$ cat src/rtl/rf_write_arbiter.sv
// rf_write_arbiter: shares the register file's single pair-write port between
// requester A (ALU writeback) and requester B (load writeback).
// Each requester owns a 1-entry holding buffer (EMPTY/HELD) behind a
// valid/ready handshake. A round-robin grant picks one held entry per cycle,
// and the winner is loaded into registered outputs that drive the register file.
// A write to address 0 is accepted and granted, but it never raises rf_write_en.
// Optional feature macro: RF_BYPASS_EN adds combinational read forwarding
// from the pending register-file write to two read ports.
module rf_write_arbiter #(
  parameter int W = 8,
  parameter int D = 3
) (
  input  logic         CLK,
  input  logic         rst_n,
  input  logic         a_valid,
  output logic         a_ready,
  input  logic [D-1:0] a_waddr,
  input  logic [W-1:0] a_dataA,
  input  logic [W-1:0] a_dataB,
  input  logic         b_valid,
  output logic         b_ready,
  input  logic [D-1:0] b_waddr,
  input  logic [W-1:0] b_dataA,
  input  logic [W-1:0] b_dataB,
  output logic         rf_write_en,
  output logic [D-1:0] rf_waddr,
  output logic [W-1:0] rf_data_inA,
  output logic [W-1:0] rf_data_inB,
  output logic [7:0]   stall_cnt
`ifdef RF_BYPASS_EN
  ,
  input  logic [D-1:0] rd_addrA,
  input  logic [D-1:0] rd_addrB,
  input  logic [W-1:0] rf_doutA,
  input  logic [W-1:0] rf_doutB,
  output logic [W-1:0] byp_doutA,
  output logic [W-1:0] byp_doutB
`endif
);

  typedef enum logic {EMPTY = 1'b0, HELD = 1'b1} buf_state_e;
  typedef enum logic {GNT_A = 1'b0, GNT_B = 1'b1} gnt_e;

  // Holding buffer state and contents
  buf_state_e   a_state_q, a_state_d;
  buf_state_e   b_state_q, b_state_d;
  logic [D-1:0] a_waddr_q, a_waddr_d;
  logic [W-1:0] a_dataA_q, a_dataA_d;
  logic [W-1:0] a_dataB_q, a_dataB_d;
  logic [D-1:0] b_waddr_q, b_waddr_d;
  logic [W-1:0] b_dataA_q, b_dataA_d;
  logic [W-1:0] b_dataB_q, b_dataB_d;

  // Arbitration history
  gnt_e         last_grant_q, last_grant_d;

  // Registered register-file drive and stall statistic
  logic         rf_write_en_q, rf_write_en_d;
  logic [D-1:0] rf_waddr_q, rf_waddr_d;
  logic [W-1:0] rf_data_inA_q, rf_data_inA_d;
  logic [W-1:0] rf_data_inB_q, rf_data_inB_d;
  logic [7:0]   stall_cnt_q, stall_cnt_d;

  // Combinational handshake / grant signals
  logic a_held, b_held;
  logic grant_a, grant_b;
  logic a_accept, b_accept;
  logic stall_now;

  // Saturating increment for the stall counter; sticks at 255.
  function automatic logic [7:0] sat_inc8(input logic [7:0] v);
    if (v == 8'hFF) return v;
    return v + 8'd1;
  endfunction

  // Round-robin grant and ready: a held entry alone always wins; on a tie the
  // requester that did not win last time goes first. Ready ignores valid so a
  // sole requester can stream one write per cycle (grant frees the slot).
  always_comb begin
    a_held   = (a_state_q == HELD);
    b_held   = (b_state_q == HELD);
    grant_a  = a_held && (!b_held || (last_grant_q == GNT_B));
    grant_b  = b_held && (!a_held || (last_grant_q == GNT_A));
    a_ready  = rst_n && (!a_held || grant_a);
    b_ready  = rst_n && (!b_held || grant_b);
    a_accept = a_valid && a_ready;
    b_accept = b_valid && b_ready;
    stall_now = (a_held && !grant_a) || (b_held && !grant_b);
  end

  // Holding buffer next state: a new accept (re)loads the entry, even in the
  // cycle the previous contents are granted; a bare grant empties it.
  always_comb begin
    a_state_d = a_state_q;
    a_waddr_d = a_waddr_q;
    a_dataA_d = a_dataA_q;
    a_dataB_d = a_dataB_q;
    if (a_accept) begin
      a_state_d = HELD;
      a_waddr_d = a_waddr;
      a_dataA_d = a_dataA;
      a_dataB_d = a_dataB;
    end else if (grant_a) begin
      a_state_d = EMPTY;
    end

    b_state_d = b_state_q;
    b_waddr_d = b_waddr_q;
    b_dataA_d = b_dataA_q;
    b_dataB_d = b_dataB_q;
    if (b_accept) begin
      b_state_d = HELD;
      b_waddr_d = b_waddr;
      b_dataA_d = b_dataA;
      b_dataB_d = b_dataB;
    end else if (grant_b) begin
      b_state_d = EMPTY;
    end
  end

  // Output next state: load the winner; address 0 is consumed silently.
  // With no grant, the write enable drops and address/data keep their values.
  always_comb begin
    rf_write_en_d = 1'b0;
    rf_waddr_d    = rf_waddr_q;
    rf_data_inA_d = rf_data_inA_q;
    rf_data_inB_d = rf_data_inB_q;
    last_grant_d  = last_grant_q;
    stall_cnt_d   = stall_cnt_q;
    if (grant_a) begin
      rf_write_en_d = (a_waddr_q != '0);
      rf_waddr_d    = a_waddr_q;
      rf_data_inA_d = a_dataA_q;
      rf_data_inB_d = a_dataB_q;
      last_grant_d  = GNT_A;
    end else if (grant_b) begin
      rf_write_en_d = (b_waddr_q != '0);
      rf_waddr_d    = b_waddr_q;
      rf_data_inA_d = b_dataA_q;
      rf_data_inB_d = b_dataB_q;
      last_grant_d  = GNT_B;
    end
    if (stall_now) begin
      stall_cnt_d = sat_inc8(stall_cnt_q);
    end
  end

  // Control state: buffer FSMs, round-robin pointer and register-file outputs.
  // Reset discards held entries and leaves B as last winner so A wins first tie.
  always_ff @(posedge CLK) begin
    if (!rst_n) begin
      a_state_q     <= EMPTY;
      b_state_q     <= EMPTY;
      last_grant_q  <= GNT_B;
      rf_write_en_q <= 1'b0;
      rf_waddr_q    <= '0;
      rf_data_inA_q <= '0;
      rf_data_inB_q <= '0;
      stall_cnt_q   <= 8'd0;
    end else begin
      a_state_q     <= a_state_d;
      b_state_q     <= b_state_d;
      last_grant_q  <= last_grant_d;
      rf_write_en_q <= rf_write_en_d;
      rf_waddr_q    <= rf_waddr_d;
      rf_data_inA_q <= rf_data_inA_d;
      rf_data_inB_q <= rf_data_inB_d;
      stall_cnt_q   <= stall_cnt_d;
    end
  end

  // Buffer payload: only meaningful while HELD, so it needs no reset.
  always_ff @(posedge CLK) begin
    a_waddr_q <= a_waddr_d;
    a_dataA_q <= a_dataA_d;
    a_dataB_q <= a_dataB_d;
    b_waddr_q <= b_waddr_d;
    b_dataA_q <= b_dataA_d;
    b_dataB_q <= b_dataB_d;
  end

  assign rf_write_en = rf_write_en_q;
  assign rf_waddr    = rf_waddr_q;
  assign rf_data_inA = rf_data_inA_q;
  assign rf_data_inB = rf_data_inB_q;
  assign stall_cnt   = stall_cnt_q;

`ifdef RF_BYPASS_EN
  logic [D-1:0] rf_waddr_p1;

  // Forward the write in flight this cycle to each read port; the pair's
  // second word lands at waddr+1, which wraps modulo the register count.
  always_comb begin
    rf_waddr_p1 = rf_waddr_q + D'(1);
    byp_doutA   = rf_doutA;
    byp_doutB   = rf_doutB;
    if (rf_write_en_q && (rd_addrA == rf_waddr_q)) begin
      byp_doutA = rf_data_inA_q;
    end else if (rf_write_en_q && (rd_addrA == rf_waddr_p1)) begin
      byp_doutA = rf_data_inB_q;
    end
    if (rf_write_en_q && (rd_addrB == rf_waddr_q)) begin
      byp_doutB = rf_data_inA_q;
    end else if (rf_write_en_q && (rd_addrB == rf_waddr_p1)) begin
      byp_doutB = rf_data_inB_q;
    end
  end
`endif

endmodule

$ cat config.mk
export PLATFORM = sky130hd
export DESIGN_NAME = rf_write_arbiter
export DESIGN_NICKNAME = d
export VERILOG_FILES = /design/src/rtl/rf_write_arbiter.sv
export SDC_FILE = /design/constraint.sdc
export NUM_CORES = 1
export LEC_CHECK = 0
export ABC_AREA = 0
export BUFFER_PORTS_ARGS = -buffer_cell sky130_fd_sc_hd__buf_2
export CAP_MARGIN = 20
export CORE_UTILIZATION = 40
export DETAILED_ROUTE_END_ITERATION = 16
export GPL_TIMING_DRIVEN = 0
export PLACE_DENSITY = 0.72
export SLEW_MARGIN = 20
export SYNTH_ARGS = -nofsm -noshare
export SYNTH_HDL_FRONTEND = slang
export SYNTH_SLANG_ARGS = --single-unit
$ cat constraint.sdc
create_clock -name CLK -period 1.9 [get_ports CLK]
set_input_delay 0.095 -clock CLK [delete_from_list [all_inputs] [get_ports CLK]]
set_output_delay 0.095 -clock CLK [all_outputs]
set_load 0.02 [all_outputs]
==> flow_summary_export.csv, run 1 <==
group,metric,value,unit
sta,rsz0062_at_grt,"false",
clock_tree,post_cts_buffers,0,
final_layout,final_nets,363,
sta,drv_slew,0,
final_layout,final_util,58.2,%
pwr,vdd_drop_max,654,uV
final_layout,final_common_cell,"buf_2",
worst_setup_path,reg2reg_slack,340,ps
sta,finalCritPeriodShare,81.9,%
grt,grt_pass1_vias,1903,
worst_setup_path,worstReg2RegStart,"a_held",
synth,syn_inst,199,
hold_path,whs_path_depth,3,
grt,grt_pass1_wl,8980,um
placement,dp_slack,30.7,ps
drt,antenna_left,0,
worst_setup_path,endpoint_kind,"flop",
drt,dr.pass1.iters,10,
grt,grt_max_degree,20,
clock_tree,clock_sinks,69,
floorplanning,io_pins,72,
synth,syn_area_per_cell,13.7,um2
sta,hold_viol,0,
clock_tree,clock_latency,350,ps
run_status,outcome,"complete, but fails checks",
synth,synth_flop_cell,"edfxtp_1",
sta,slew-limit-headroom,64.2,%
placement,place.gp.congestion,0.797,
floorplanning,die_y,84.5,um
synth,synth_nets,242,
worst_setup_path,worstSetupStartpointType,"flop",
grt,gr-total-overflow,0,
floorplanning,placementRows,29,
final_layout,fin_cells,402,
drt,drc_errors,4,
clock_tree,cts_tree,"yes",
final_layout,drive_above_1_share,34.2,%
hold_path,holdPathEnd,"stall_cnt[2]",
pwr,powerDensity,855,nW/um2
worst_setup_path,reg2regPathDepth,4,
pwr,leakagePower,0.00151,uW
worst_setup_path,setup.worst_path.class,"flop to flop",
pwr,p_total,3210,uW
final_layout,area_growth,38.0,%
worst_setup_path,r2r-end,"a_dataB_q[0]",
drt,wl_per_cell,14.6,um
grt,track_usage,17.2,%
synth,ys_ff_latch,69,
sta,max_freq,643,MHz
worst_setup_path,required,1880,ps
clock_tree,clock_path_buffers,2,
sta,worst_clock_skew,9.90,ps
drt,drt_iter0_markers,70,
drt,finalWirelength,5880,um
sta,max_slew.worst_pin.slew,536,ps
hold_path,min_from,"rst_n",
synth,async_flop_share,0,%
placement,io_buffers,70,
floorplanning,core,6460,um2
sta,post-route-min-period,1560,ps
placement,hpwl,3510,um
sta,setup_viol,0,
sta,fin_ws,345,ps
clock_tree,cts.clk_slew.worst_paths,70,ps
worst_setup_path,crit_arrival,1540,ps
final_layout,diodes,0,
final_layout,nFillCells,535,
floorplanning,die-area,7140,um2
final_layout,final_cell_mix,"buf_2 (73), dlygate4sd3_1 (40), edfxtp_1 (38), dfxtp_1 (31), mux2i_1 (23)",
clock_tree,root_buffer,"clkbuf_8",
synth,ys_warn_count,0,
sta,setup-tns-final,0,ps
worst_setup_path,worstPathMaxFanout,19,
placement,dp_cells,346,
synth,yosysUniqueCellTypes,33,
run_status,violations,"design-rule violations",
drt,vias_per_cell,4.98,
synth,syn_area,2720,um2
synth,seq_area_frac_synth,64.7,%
drt,vias,2001,
clock_tree,cts_buffers,9,
synth,synth-edff-count,38,
job,cap_violations,0,
floorplanning,die_w,84.5,um
grt,grt_antenna_before_repair,0,
clock_tree,cts-htree-levels,3,
hold_path,min_path_type,"primary input to flop",
floorplanning,initial_utilization,42.1,%
## how the worst max path moves through the flow
stage | endpoint | cells after the start | from
global route | a_dataB_q[5] | 4 | a_held
global placement | a_dataB_q[2] | 4 | a_held
finish | a_dataB_q[0] | 4 | a_held
CTS | a_dataB_q[0] | 4 | a_held
detailed placement | a_dataB_q[1] | 4 | a_held
floorplan | a_dataA_q[0] | 4 | a_held
## layer usage
metal  GRT usage, %  routed length [um]  vias up
met5              0                   0        -
li1               -                   -      998
met4           6.47                  59        0
met2           29.4                2960       58
met3           6.49                 323        7
met1           19.6                2540      938
## worst max-delay path: stages, from the launching register on
cell and delay [ps]:
dfxtp_1 310, buf_6 130, nand2_1 140, o21a_1 150
and2_2 450
## logic make-up after synthesis
| kind of cell | Yosys count | share of synthesized area, % |
|---|---|---|
| AOI/OAI and AO/OA | 55 | 14.5 |
| adders and majority gates | 1 | 0.460 |
| buffers and inverters | 17 | 4.83 |
| DFF | 69 | 64.7 |
| muxes | 23 | 8.46 |
| and+or+nand+nor | 34 | 6.99 |
## through the flow
stage,cell area (um2),hold WS (ps)
after global routing,3760,62.4
after floorplan,2720,194
after global placement,3170,271
final,3760,73.5
after CTS,3750,63.6
after detailed placement,3170,273
## cell usage after synthesis, types with 3 or more instances
cell type / n / area (um2)
edfxtp_1: 38 / 1140
and3_1: 4 / 25.0
nand3_1: 3 / 15.0
a21oi_1: 16 / 80.1
buf_6: 8 / 90.1
buf_2: 3 / 15.0
mux2i_1: 23 / 230
a21oi_2: 10 / 87.6
dfxtp_1: 31 / 621
nand2_1: 9 / 33.8
nand2b_1: 4 / 25.0
o31ai_1: 20 / 150
## power by group
part	switching [uW]	internal, uW	total (uW)
registers	35.0	1660	1690
clock network	537	605	1140
logic	195	184	379
total	767	2450	3210
## state kept, by name, summed over array words and instances (netlist names)
signal        count
a_dataA_q         8
a_dataB_q         8
b_dataA_q         8
b_dataB_q         8
rf_data_inA       8
rf_data_inB       8
stall_cnt         8
a_waddr_q         3
b_waddr_q         3
rf_waddr          3
a_held            1
b_held            1
last_grant_q      1
rf_write_en       1
## final cells by class
type                       instances  area, um2  area share, %
buffer                            14        120           3.20
clock buffer                      12        135           3.60
clock inverter                     4       50.0           1.33
inverter                           3       11.3          0.300
multi-input combinational        113        831           22.1
sequential                        69       1760           46.9
tap                               77       96.3           2.56
timing repair buffer             110        751           20.0
## repair_timing
item | in CTS | in global routing
hold buffers | 40 | 0
hold endpoints to repair | 40 | 0
resized for setup | 0 | 2
endpoints found under the setup margin | 0 | 38
No activity file was read; power rests on OpenSTA's default activity.
==> run 2: changes to the inputs <==
--- a/config.mk
+++ b/config.mk
@@ -5,13 +5,13 @@
 export SDC_FILE = /design/constraint.sdc
 export NUM_CORES = 1
 export LEC_CHECK = 0
-export ABC_AREA = 0
+export ABC_AREA = 1
 export BUFFER_PORTS_ARGS = -buffer_cell sky130_fd_sc_hd__buf_2
 export CAP_MARGIN = 20
 export CORE_UTILIZATION = 40
 export DETAILED_ROUTE_END_ITERATION = 16
 export GPL_TIMING_DRIVEN = 0
-export PLACE_DENSITY = 0.72
+export PLACE_DENSITY = 0.75
 export SLEW_MARGIN = 20
 export SYNTH_ARGS = -nofsm -noshare
 export SYNTH_HDL_FRONTEND = slang
==> constraint.sdc (replaced) <==
create_clock -name CLK -period 1.2 [get_ports CLK]
set_input_delay 0.06 -clock CLK [delete_from_list [all_inputs] [get_ports CLK]]
set_output_delay 0.06 -clock CLK [all_outputs]
set_load 0.02 [all_outputs]
==> run 2 against run 1 <==
Against the previous run: the flow finishes with violations (design-rule violations, negative setup slack); sequential share of layout area shrank 2.6 points; largest cell class unchanged; synthesized area decreased by 1.6%; clock skew shrank 2.6 ps; clock power grew 96%; register-to-register slack worse by 370 ps; combinational power up 88%; final area rose by 7.2%; critical path type unchanged; synthesized cell count grew 38%; final cell count up 20%; sequential cell count is the same.
==> flow_summary_export.csv, run 2 <==
group,metric,value,unit
sta,setup_viol,9,
worst_setup_path,crit_arrival,1490,ps
placement,io_buffers,70,
clock_tree,clock_latency,330,ps
sta,holdWs,34.4,ps
final_layout,area_growth,50.4,%
sta,hold_viol,0,
grt,track_usage,17.9,%
run_status,outcome,"complete, but fails checks",
synth,async_flop_share,0,%
clock_tree,cts-htree-levels,3,
placement,place.gp.congestion,0.784,
worst_setup_path,reg2regPathDepth,8,
clock_tree,cts_tree,"yes",
pwr,leakagePower,0.00176,uW
clock_tree,cts.clk_slew.worst_paths,70,ps
worst_setup_path,endpoint_kind,"flop",
sta,drv_slew,0,
worst_setup_path,worstSetupStartpointType,"flop",
floorplanning,initial_utilization,41.7,%
placement,dp_slack,-272,ps
synth,synth_most_common_cell,"nand2_1",
floorplanning,placementRows,29,
drt,antenna_left,0,
synth,synth.area.top_cells,"edfxtp_1 (43%), dfxtp_1 (23%), nand2_1 (11%)",
sta,max_slew.worst_pin.slew,649,ps
drt,finalWirelength,6270,um
pwr,powerDensity,1400,nW/um2
sta,rsz0062_at_grt,"true",
worst_setup_path,timing.critical_path.from,"stall_cnt[4]",
run_status,violations,"design-rule violations, negative setup slack",
grt,gr-total-overflow,0,
clock_tree,root_buffer,"clkbuf_8",
job,cap_violations,0,
clock_tree,clock_sinks,69,
synth,synth-edff-count,38,
final_layout,fin_cells,484,
clock_tree,clock_path_buffers,2,
placement,hpwl,3530,um
synth,yosysTopAreaCellShare,42.6,%
grt,grt_pass1_wl,9670,um
worst_setup_path,reg2reg_slack,-20,ps
sta,finalCritPeriodShare,102,%
floorplanning,die_y,83.8,um
synth,syn_inst,275,
final_layout,final_nets,445,
floorplanning,io_pins,72,
sta,post-route-min-period,1220,ps
synth,synth_nets,318,
pwr,vdd_drop_max,1110,uV
synth,ys_top_cells_by_count,"nand2_1 (77), nor2_1 (51), edfxtp_1 (38), dfxtp_1 (31)",
final_layout,diodes,0,
sta,worst_clock_skew,7.33,ps
synth,ys_warn_count,0,
synth,synth_flop_cell,"edfxtp_1",
worst_setup_path,worstPathMaxFanout,6,
placement,dp_cells,422,
grt,grt_antenna_before_repair,0,
synth,yosys.area.top_type,"edfxtp_1",
floorplanning,core,6420,um2
drt,vias,2239,
worst_setup_path,worstReg2RegStart,"stall_cnt[4]",
final_layout,final_cell_mix,"nand2_1 (74), buf_2 (71), nor2_1 (47), edfxtp_1 (38), dlygate4sd3_1 (38)",
worst_setup_path,setup.worst_path.class,"flop to flop",
synth,seq_area_frac_synth,65.8,%
hold_path,min_path_type,"primary input to flop",
drt,drt_iter0_markers,74,
synth,ys_ff_latch,69,
worst_setup_path,r2r-end,"stall_cnt[0]",
final_layout,final_common_cell,"nand2_1",
synth,syn_area_per_cell,9.74,um2
drt,vias_per_cell,4.63,
drt,drc_errors,4,
sta,slew-limit-headroom,56.8,%
floorplanning,die_w,83.8,um
synth,yosysUniqueCellTypes,25,
clock_tree,cts_buffers,9,
worst_setup_path,required,1470,ps
worst_setup_path,endpoint,"stall_cnt[0]",
grt,grt_pass1_vias,2107,
drt,wl_per_cell,12.9,um
floorplanning,die-area,7020,um2
drt,dr.pass1.iters,10,
sta,fin_ws,-23.5,ps
synth,syn_area,2680,um2
grt,grt_max_degree,20,
final_layout,drive_above_1_share,35.1,%
sta,max_freq,817,MHz
[run 2: power by group]
group,internal (uW),switching (uW),leakage (uW)
logic,326,386,0.00103
registers,2630,67.8,0.000616
clock network,1380,855,0.000116
[run 2: worst max-delay path: stages, from the launching register on]
cell     delay (ps)
dfxtp_1         380
nand2_1          90
nor2_1          230
nand2_4         130
nand2_4         100
inv_2            40
nand2_1          50
nand2_1          50
nor2_1           90
[run 2: timing repair]
action                                  4_1_cts  5_1_grt
endpoints found under the setup margin       56       47
pin swaps                                     3       10
cloned                                        0        0
resized for setup                             4       36
hold buffers                                 38        0
endpoints found under the hold margin        38        0
buffers inserted                              5        4
[run 2: cells by family after synthesis]
| group | after synthesis | synth area share [%] |
|---|---|---|
| simple gates | 151 | 23.1 |
| flops | 69 | 65.8 |
| compound gates | 29 | 5.84 |
| buf+inv | 24 | 4.49 |
| xor+xnor | 1 | 0.327 |
| fa+ha+maj | 1 | 0.467 |
[run 2: area by class of cell]
| class | count | area [um2] |
|---|---|---|
| Sequential cell | 69 | 1790 |
| Fill cell | 501 | 2400 |
| Clock inverter | 6 | 111 |
| Clock buffer | 10 | 128 |
| Inverter | 15 | 63.8 |
| Multi-Input combinational cell | 182 | 933 |
| Buffer | 8 | 71.3 |
| Tap cell | 77 | 96.3 |
| Timing Repair Buffer | 117 | 837 |
[run 2: metal layers]
| metal | share of wire [%] | up-vias | GRT usage [%] |
|---|---|---|---|
| met4 | 1.2 | 0 | 7.52 |
| met2 | 54 | 47 | 32.2 |
| met5 | 0 | - | 0 |
| met1 | 41 | 1028 | 20.5 |
| li1 | - | 1154 | - |
| met3 | 3.8 | 10 | 3.76 |
[run 2: worst min path at each step]
stage,start,cells after the start,to,slack (ps)
final,b_valid,3,b_held,30
after global routing,b_valid,3,b_held,40
after CTS,a_valid,3,a_held,30
after detailed placement,b_dataB[7],1,b_dataB_q[7],240
after global placement,a_dataA[0],1,a_dataA_q[0],240
after floorplan,a_dataA[0],0,a_dataA_q[0],160
[run 2: metrics by stage]
stage	utilization, %	total power (uW)	TNS, ps	instance area [um2]
finish	62.7	5640	-79.3	4030
global route	62.7	5870	-1550	4030
CTS	60.3	5640	-22.4	3870
detailed placement	49.4	3290	-9360	3170
global placement	49.4	3280	-9030	3170
floorplan	-	3080	-986	2730
